==> src/rtl/seg_scan_pkg.sv <==
// Shared types and constants for the seven-segment scan multiplexer.
package seg_scan_pkg;

    typedef enum logic [1:0] {
        StIdle  = 2'd0,
        StBlank = 2'd1,
        StShow  = 2'd2
    } scan_state_e;

    localparam logic [7:0] SEG_DARK = 8'h00;

    function automatic int unsigned cnt_width(input int unsigned show_cyc,
                                              input int unsigned blank_cyc);
        int unsigned m;
        m = (show_cyc > blank_cyc) ? show_cyc : blank_cyc;
        return $clog2(m + 1);
    endfunction

endpackage

==> src/rtl/seg_scan_timer.sv <==
// Loadable down-counter with terminal-count flag; shared by the BLANK and SHOW phases.
// With SEG_SCAN_DIM_EN defined the live count is exported for on-time gating.
module seg_scan_timer
    import seg_scan_pkg::*;
#(
    parameter int unsigned W = 4
) (
    input  logic         clk,
    input  logic         rst,
    input  logic         load_i,
    input  logic [W-1:0] load_val_i,
`ifdef SEG_SCAN_DIM_EN
    output logic [W-1:0] count_o,
`endif
    output logic         tc_o
);

    logic [W-1:0] count_q, count_d;

    // Holds at zero rather than wrapping, so a missed reload can never alias a phase.
    always_comb begin
        count_d = count_q;
        if (load_i) begin
            count_d = load_val_i;
        end else if (count_q != '0) begin
            count_d = count_q - W'(1);
        end
    end

    always_ff @(posedge clk or posedge rst) begin
        if (rst) begin
            count_q <= '0;
        end else begin
            count_q <= count_d;
        end
    end

    assign tc_o = (count_q == '0);
`ifdef SEG_SCAN_DIM_EN
    assign count_o = count_q;
`endif

endmodule

==> src/rtl/seg_scan_mux.sv <==
// Multiplexed seven-segment driver: per-digit pattern store, blank/show scan FSM, frame tick.
// Optional brightness gating within SHOW is enabled by defining SEG_SCAN_DIM_EN.
module seg_scan_mux
    import seg_scan_pkg::*;
#(
    parameter int unsigned DIGITS    = 4,
    parameter int unsigned SHOW_CYC  = 1000,
    parameter int unsigned BLANK_CYC = 2
) (
    input  logic                      clk,
    input  logic                      rst,
    input  logic [7:0]                seg_in,
    input  logic                      load,
    input  logic [$clog2(DIGITS)-1:0] load_idx,
    input  logic                      enable,
`ifdef SEG_SCAN_DIM_EN
    input  logic [3:0]                bright,
`endif
    output logic [7:0]                seg_out,
    output logic [DIGITS-1:0]         dig_sel,
    output logic                      frame_tick
);

    localparam int unsigned IW = $clog2(DIGITS);
    localparam int unsigned CW = cnt_width(SHOW_CYC, BLANK_CYC);
    localparam logic [CW-1:0] BLANK_LOAD = CW'(BLANK_CYC - 1);
    localparam logic [CW-1:0] SHOW_LOAD  = CW'(SHOW_CYC - 1);
    localparam logic [IW-1:0] LAST_IDX   = IW'(DIGITS - 1);

    logic [7:0]        slot_q [DIGITS];
    logic [7:0]        slot_d [DIGITS];
    scan_state_e       state_q, state_d;
    logic [IW-1:0]     idx_q, idx_d;
    logic [7:0]        seg_q, seg_d;
    logic [DIGITS-1:0] dig_q, dig_d;
    logic              tick_q, tick_d;

    logic              tmr_load;
    logic [CW-1:0]     tmr_val;
    logic              tmr_tc;
    logic [7:0]        cur_pat;
    logic [DIGITS-1:0] one_hot;

`ifdef SEG_SCAN_DIM_EN
    logic [CW-1:0]     tmr_count;
    logic [CW-1:0]     on_len_q, on_len_d;
    logic [7:0]        pat_q, pat_d;
    logic [DIGITS-1:0] hot_q, hot_d;
    logic              show_lit;

    function automatic logic [CW-1:0] on_time(input logic [3:0] b);
        int unsigned p;
        p = ((32'(b) + 32'd1) * SHOW_CYC) >> 4;
        return CW'(p);
    endfunction

    // Elapsed SHOW cycles after the coming edge is SHOW_CYC - count.
    assign show_lit = (int'(SHOW_CYC) - int'(tmr_count)) < int'(on_len_q);
`endif

    seg_scan_timer #(
        .W(CW)
    ) u_timer (
        .clk       (clk),
        .rst       (rst),
        .load_i    (tmr_load),
        .load_val_i(tmr_val),
`ifdef SEG_SCAN_DIM_EN
        .count_o   (tmr_count),
`endif
        .tc_o      (tmr_tc)
    );

    // Out-of-range load_idx matches no slot, so the write is dropped.
    always_comb begin
        for (int i = 0; i < DIGITS; i++) begin
            slot_d[i] = slot_q[i];
            if (load && (load_idx == IW'(i))) begin
                slot_d[i] = seg_in;
            end
        end
    end

    always_comb begin
        cur_pat = SEG_DARK;
        for (int i = 0; i < DIGITS; i++) begin
            if (idx_q == IW'(i)) begin
                cur_pat = slot_q[i];
            end
        end
    end

    assign one_hot = DIGITS'(1) << idx_q;

    always_comb begin
        state_d  = state_q;
        idx_d    = idx_q;
        seg_d    = seg_q;
        dig_d    = dig_q;
        tick_d   = 1'b0;
        tmr_load = 1'b0;
        tmr_val  = BLANK_LOAD;
`ifdef SEG_SCAN_DIM_EN
        on_len_d = on_len_q;
        pat_d    = pat_q;
        hot_d    = hot_q;
`endif
        if (!enable) begin
            state_d = StIdle;
            idx_d   = '0;
            seg_d   = SEG_DARK;
            dig_d   = '0;
        end else begin
            unique case (state_q)
                StIdle: begin
                    state_d  = StBlank;
                    idx_d    = '0;
                    seg_d    = SEG_DARK;
                    dig_d    = '0;
                    tmr_load = 1'b1;
                    tmr_val  = BLANK_LOAD;
                end
                StBlank: begin
                    if (tmr_tc) begin
                        state_d  = StShow;
                        tmr_load = 1'b1;
                        tmr_val  = SHOW_LOAD;
`ifdef SEG_SCAN_DIM_EN
                        on_len_d = on_time(bright);
                        pat_d    = cur_pat;
                        hot_d    = one_hot;
                        seg_d    = (on_len_d != '0) ? cur_pat : SEG_DARK;
                        dig_d    = (on_len_d != '0) ? one_hot : '0;
`else
                        seg_d    = cur_pat;
                        dig_d    = one_hot;
`endif
                    end
                end
                StShow: begin
                    if (tmr_tc) begin
                        state_d  = StBlank;
                        seg_d    = SEG_DARK;
                        dig_d    = '0;
                        tick_d   = (idx_q == LAST_IDX);
                        idx_d    = (idx_q == LAST_IDX) ? '0 : idx_q + IW'(1);
                        tmr_load = 1'b1;
                        tmr_val  = BLANK_LOAD;
                    end
`ifdef SEG_SCAN_DIM_EN
                    else begin
                        seg_d = show_lit ? pat_q : SEG_DARK;
                        dig_d = show_lit ? hot_q : '0;
                    end
`endif
                end
                default: begin
                    state_d = StIdle;
                    seg_d   = SEG_DARK;
                    dig_d   = '0;
                end
            endcase
        end
    end

    always_ff @(posedge clk or posedge rst) begin
        if (rst) begin
            for (int i = 0; i < DIGITS; i++) begin
                slot_q[i] <= SEG_DARK;
            end
            state_q  <= StIdle;
            idx_q    <= '0;
            seg_q    <= SEG_DARK;
            dig_q    <= '0;
            tick_q   <= 1'b0;
`ifdef SEG_SCAN_DIM_EN
            on_len_q <= '0;
            pat_q    <= SEG_DARK;
            hot_q    <= '0;
`endif
        end else begin
            for (int i = 0; i < DIGITS; i++) begin
                slot_q[i] <= slot_d[i];
            end
            state_q  <= state_d;
            idx_q    <= idx_d;
            seg_q    <= seg_d;
            dig_q    <= dig_d;
            tick_q   <= tick_d;
`ifdef SEG_SCAN_DIM_EN
            on_len_q <= on_len_d;
            pat_q    <= pat_d;
            hot_q    <= hot_d;
`endif
        end
    end

    assign seg_out    = seg_q;
    assign dig_sel    = dig_q;
    assign frame_tick = tick_q;

endmodule

==> config.mk <==
export PLATFORM = sky130hd
export DESIGN_NAME = seg_scan_mux
export DESIGN_NICKNAME = d
export VERILOG_FILES = /design/src/rtl/seg_scan_pkg.sv /design/src/rtl/seg_scan_timer.sv /design/src/rtl/seg_scan_mux.sv
export SDC_FILE = /design/constraint.sdc
export NUM_CORES = 1
export LEC_CHECK = 0
export BUFFER_PORTS_ARGS = -buffer_cell sky130_fd_sc_hd__buf_4
export CORE_AREA = 2 2 101 73
export CTS_CLUSTER_DIAMETER = 50
export DETAILED_ROUTE_END_ITERATION = 8
export DIE_AREA = 0 0 103 75
export HOLD_SLACK_MARGIN = 0.08
export PLACE_DENSITY = 0.6
export SETUP_SLACK_MARGIN = 0.5
export SLEW_MARGIN = 5
export SYNTH_ARGS = -nofsm -noshare
export SYNTH_HDL_FRONTEND = slang
export SYNTH_HIERARCHICAL = 1
export SYNTH_SLANG_ARGS = --single-unit
export TNS_END_PERCENT = 100
==> constraint.sdc <==
create_clock -name clk -period 4.3 [get_ports clk]
set_input_delay 0.86 -clock clk [delete_from_list [all_inputs] [get_ports clk]]
set_output_delay 0.86 -clock clk [all_outputs]
set_load 0.1 [all_outputs]
Yosys cells after proc, flatten, opt, wreduce, memory -nomap -nowiden
Index checks and enable logic that the tools add are counted.

cells by class
  $add $sub $neg = 2
  shifts and indexed selects = 1
  reduce and logical (&&, ||, !) cells = 13
  multiplexer cells = 31
  equal/unequal tests = 11

operators by type and width
  operator                                                               count
  8-bit 2-to-1 mux                                                       7
  10-bit 2-to-1 mux                                                      5
  8-bit case mux with 2 select lines                                     1
  2-bit 2-to-1 mux                                                       6
  4-bit 2-to-1 mux                                                       3
  2-bit equality test, second input constant                             5
  10-bit logical NOT                                                     1
  10-bit nonzero test                                                    1
  10-bit by 1-bit subtractor with 10-bit output, second input constant   1
  4-bit case mux with 2 select lines                                     1
  2-bit by 1-bit equality test with 1-bit output, second input constant  3
  2-bit logical NOT                                                      3
  3-bit != test, second input constant                                   2
  2-bit case mux with 3 select lines                                     1
  1-bit 2-to-1 mux                                                       5
  1-bit logical AND                                                      4
  2-bit case mux with 2 select lines                                     1
  2-bit AND reduction                                                    2
  1-bit by 2-bit << shifter with 4-bit output, first input constant      1
  3-bit by 1-bit != test with 1-bit output, second input constant        1
  2-bit by 1-bit adder with 2-bit output, second input constant          1
  1-bit case mux with 2 select lines                                     1
  2-bit nonzero test                                                     1
  2-bit OR reduction                                                     1

storage, ports and cells
  register bits = 59
  output and inout port bits = 13
  bits of input ports = 14
  word-level logic and storage cells = 68

Logic depth before layout (Yosys ltp)
  word-level depth = 8
  depth in mapped cells = 12
  mapped depth without buffers = 9

Modules after synthesis
Netlist, hierarchy kept.

by module, submodules not included
  module          area an instance (µm²)  seq. area each (µm²)  cells each  instances
  seg_scan_mux    2,272.2                 1,226.2               172         1
  seg_scan_timer  693.2                   250.2                 76          1

Least setup slack after synthesis
Ideal clock, no wire load.

  path kind = flip-flop to flip-flop
  start = register u_timer.count_q[0]
  end = register u_timer.count_q[7]
  period minus slack after synthesis = 2,800 ps
  stages on the path, launching flop included = 13
  setup slack = 1,500 ps
  required time = 4,206 ps
  data arrival time = 2,706 ps
  setup time = 94 ps
  buffers on the path = 3
  path through = dfrtp_1 inv_1 ha_1 or4b_1 clkbuf_1 nor3_2 a21oi_1 nor3b_1 clkbuf_1 clkbuf_1 nor2_1 o41a_1 a211oi_1

on the way
  word-level cells in the longest chain between the ends = 5
  elaborated cells between the ends (all ways) = 12
  those cells by class = 1 x add/sub; 8 x mux; 3 x reduce/logical

ends and longest elaborated chain
  what                                                            line                                      source
  from (decl)                                                     seg_scan_timer.sv:18                      logic [W-1:0] count_q, count_d;
  from (signal assigned)                                          seg_scan_timer.sv:34                      count_q <= count_d;
  10-bit logical NOT (*)                                          seg_scan_timer.sv:38                      assign tc_o = (count_q == '0);
  via tmr_tc                                                      seg_scan_mux.sv:40                        logic tmr_tc;
  1-bit 2-to-1 mux (*)                                            seg_scan_mux.sv:124, seg_scan_mux.sv:141
  1-bit case mux with 2 select lines (*)                          seg_scan_mux.sv:114                       unique case (state_q)
  1-bit 2-to-1 mux (*)                                            seg_scan_mux.sv:108                       if (!enable) begin
  via tmr_load                                                    seg_scan_mux.sv:38                        logic tmr_load;
  10-bit 2-to-1 mux / 2-bit nonzero test (equally long branches)  -

Mark *: on every way through the listed nets, which the timed path passes. The rest lies on a longest branch. The select of a mux whose other input is x is not followed.
A chain may end at the register's enable or synchronous reset.

Worst setup path in the final report
  start = register u_timer.count_q[0]
  end = register u_timer.count_q[7]

on the way
  word-level cells in the longest chain between the ends = 5
  elaborated cells between the ends (all ways) = 12
  those cells by class = 1 x add/sub; 8 x mux; 3 x reduce/logical

ends and longest elaborated chain
  what                                                                            line
  10-bit logical NOT (*)                                                          seg_scan_timer.sv:38
  via tmr_tc                                                                      seg_scan_mux.sv:40
  1-bit 2-to-1 mux / 10-bit 2-to-1 mux (equally long branches)                    seg_scan_mux.sv:124, seg_scan_mux.sv:141
  1-bit case mux with 2 select lines / 10-bit 2-to-1 mux (equally long branches)  -
  1-bit 2-to-1 mux / 10-bit 2-to-1 mux (equally long branches)                    seg_scan_mux.sv:108
  10-bit 2-to-1 mux / 2-bit nonzero test (equally long branches)                  -

Marked as above.

==> impl_results.md <==
- Max Root-Sink Buffers: 2
- End of the worst register-to-register path: u_timer/count_q[7]
- First-pass GRT wire length: between 10 and 15 mm
- Comb power frac: roughly 18%
- Uppermost layer routed: met4
- Reg2reg start: u_timer/count_q[0]
- Worst EP arrival: about 3.2 ns
- Worst VDD drop: between 0.0002 and 0.00025 V
- Layout Cells excl Fill: around 370
- Worst Reg2Reg Path Length in Cells: 9
- Initial antenna violation count: 0
- Core box area: around 0.0067 mm²
- Final HPWL DP: between 4 and 5 mm
- FP Rows: 25
- Clock skew: about 0.010 ns
- Placed cell count: ~360
- Sequential Power Share: 46.4%
- Lkg Pwr: around 1.6 nW
- Met2 Wirelength: approximately 2.7 mm
- Initial Util: approximately 44%
- CTS Hold Bufs: 0
- Die area: just under 0.008 mm²
- Vias per cell: 5.43
- Remaining global-route overflow: 0
- Share of cells above drive strength 1: a little under a third
- Clock H-tree levels: 3
- Slew Viols, Final: 0
- I/O Pins: 27
- Asr flop ratio synth: 100%
- Switch Pwr: roughly 0.45 mW
- Post-Syn Instances: ~250
- Routed Antenna Nets: 0
- Synth Warn #: 6
- PortBufs: 26
- Antenna Cells: 0
- Sw frac: between 20 and 30%
- Status: completed
- Final setup vio count: 0
- Clock Pin Slew Worst Setup and Hold Paths: ~0.060 ns
- Drt drc: 0
- WL final: ~6.4 mm
- TritonCTS Buffers: 9
- Hold WC Path Type: reg -> reg
- EDFF count, synth: 0
- Worst hold stages: 1
- Setup CP Type: reg -> reg
- Period utilization: between 60% and 70%
- Crit path launch type: flop
- Final worst path period need: ~3 ns
- Clock Latency Late Sink: 0.33 ns
- Synth top area cells: dfrtp_1 (50%), mux2_2 (12%), ha_1 (3.8%), a21o_1 (2.0%), a211oi_1 (1.8%)
- Cell-internal power: approximately 1.1 mW
- CP bufs+invs: 2
- Crit-path max FO: 17
- Synthesized area per cell: about 12 µm²
- Fin nets: ~300
- HP Start: dig_sel[3]
- Syn-to-layout area delta: 15.6%
- Top FF cell, synth: dfrtp_1
- CTS tree: done
- CTS root buffer: clkbuf_8
- CTS Sinks: between 50 and 60
- Metal3 WL: 257 µm
- Power per cell area: 467 mW/mm²
- Drt pass-1 iters: 6
- Slew margin rel.: a little over a quarter
- #FFs+latches synth: about 60
- Most frequent CP cell: inv_1
- Final setup TNS: 0 ns
- Vias in the first global route: ~1900
- Die width: a little over 100 µm
- Initial DRC count: 68
- Routed len/inst: 17.2 µm
- CP peak stage delay: slightly above 0.6 ns
- CP cell instances: inv_1, ha_1, or4b_1, nor3_2, nand3_1, inv_1, nand2b_1, o41ai_1, a211oi_1
- Register area share after synthesis: between 40 and 50%
- Die height: about 75 µm
- Post-synth cell types: between 50 and 60
- CP Capture Type: flop
- GPL Wtd Cong: roughly 0.77
- Post-CTS setup buffer count: 0
- GRT Total Usage: 18.0%
- Worst hold endpoint: dig_sel[3]
- Vias: between 2000 and 2500
- Synth Cell Area: 0.00297 mm²
- Metal-1 WL: 3.43 mm
- Kind of cell adding the most delay to the critical path: simple AND/OR/NAND/NOR gates
- Max Clock Freq: roughly 0.33 GHz
- Slowest CP cell: or4b_1
- Area leader, netlist: dfrtp_1
- RSZ-0062 raised after global routing: false
- Max_cap viols: 0
- Worst Path Required: ~4.5 ns
- Pin count of the biggest net entering global routing: 50
- Fin. Hold Viols: 0
- Share of the synthesized area in the top cell type: between 40 and 50%
- Worst R2R Setup Slack: between 1 and 1.5 ns
- Clock network power share: 35.8%
- Post-CTS Resized: 0
- Levels on crit path: 9
- Worst-Margin Slew: around 1.1 ns
[cell type report]
type,instances,area [µm²]
Clock inverter,5,75.1
Fill cell,605,3270
Tap cell,94,118
Multi-Input combinational cell,163,1360
Inverter,12,45.0
Clock buffer,11,151
Timing Repair Buffer,27,203
Sequential cell,59,1480
[how the worst max path moves through the flow]
stage	end	start
after global routing	u_timer/count_q[7]	u_timer/count_q[1]
final	u_timer/count_q[7]	u_timer/count_q[0]
after detailed placement	u_timer/count_q[7]	u_timer/count_q[0]
after CTS	u_timer/count_q[7]	u_timer/count_q[0]
after global placement	u_timer/count_q[7]	u_timer/count_q[0]
after floorplan	u_timer/count_q[7]	u_timer/count_q[0]
[per-stage QoR]
step / power (mW) / util (%) / worst slack, ns / cell area (µm²) / hold slack (ns)
2_1_floorplan: 0.976 / - / 1.50 / 2970 / 0.471
3_3_place_gp: 1.03 / 47.8 / 1.43 / 3200 / 0.467
3_5_place_dp: 1.04 / 47.8 / 1.32 / 3200 / 0.471
4_1_cts: 1.61 / 51.2 / 1.32 / 3430 / 0.489
5_1_grt: 1.68 / 51.2 / 0.997 / 3430 / 0.507
6_report: 1.60 / 51.2 / 1.30 / 3430 / 0.487
[synthesized netlist by cell type, types with 2 or more instances]
cell,number
a211oi_1,7
a21o_1,8
a21oi_1,4
a221o_1,2
a22o_1,4
a31oi_1,3
and3b_1,6
buf_2,5
buf_4,3
buf_6,2
clkbuf_1,5
conb_1,2
dfrtp_1,59
ha_1,9
inv_1,12
mux2_2,32
nand2_1,6
nand3b_1,2
nand3b_2,2
nor2_1,9
nor2b_1,4
nor3_1,2
nor3b_2,2
nor4_1,5
nor4b_1,2
o21ai_0,10
o2bb2ai_1,6
o31ai_1,4
o41ai_1,2
or4_1,2
xnor2_1,2
[state kept, by name, summed over array words and instances, names as in the netlist]
register	count
state_q	2
u_timer/count_q	10
idx_q	2
dig_sel	4
frame_tick	1
slot_q	32
seg_out	8
[cell usage in the layout (no fill, tap or decap), drive strengths merged, types with 3 or more instances in the layout]
cell type	instances
a211oi	7
a21o	8
a21oi	4
a22o	4
a31oi	3
and3b	6
buf	27
clkbuf	11
clkinv	3
conb	3
dfrtp	59
ha	9
inv	12
mux2	32
nand2	6
nand3b	4
nor2	9
nor2b	4
nor3	3
nor3b	4
nor4	5
o21ai	10
o2bb2ai	6
o31ai	4
o41ai	3
or4	3
[cells by family after synthesis]
kind of cell | count (synthesis) | share of synthesized area (%)
AO/OA/AOI/OAI | 62 | 15.8
flip-flops | 59 | 49.8
AND/OR/NAND/NOR | 54 | 12.8
multiplexers | 33 | 12.5
buffers and inverters | 27 | 4.51
adder cells (fa/ha/maj) | 9 | 3.80
other | 2 | 0.253
XOR/XNOR | 2 | 0.591
[power by group through the flow]
stage	registers [mW]	logic (mW)	clock network, mW
floorplan	0.704	0.272	0
global placement	0.749	0.283	0
detailed placement	0.752	0.287	0
CTS	0.741	0.288	0.581
global route	0.757	0.317	0.609
finish	0.743	0.285	0.573
[layer usage]
metal / vias to the layer above / GRT usage (%)
li1: 971 / -
met1: 1004 / 28.0
met2: 36 / 24.0
met3: 2 / 5.85
met4: 0 / 4.53
met5: - / 0
No activity file was read; power rests on OpenSTA's default activity.
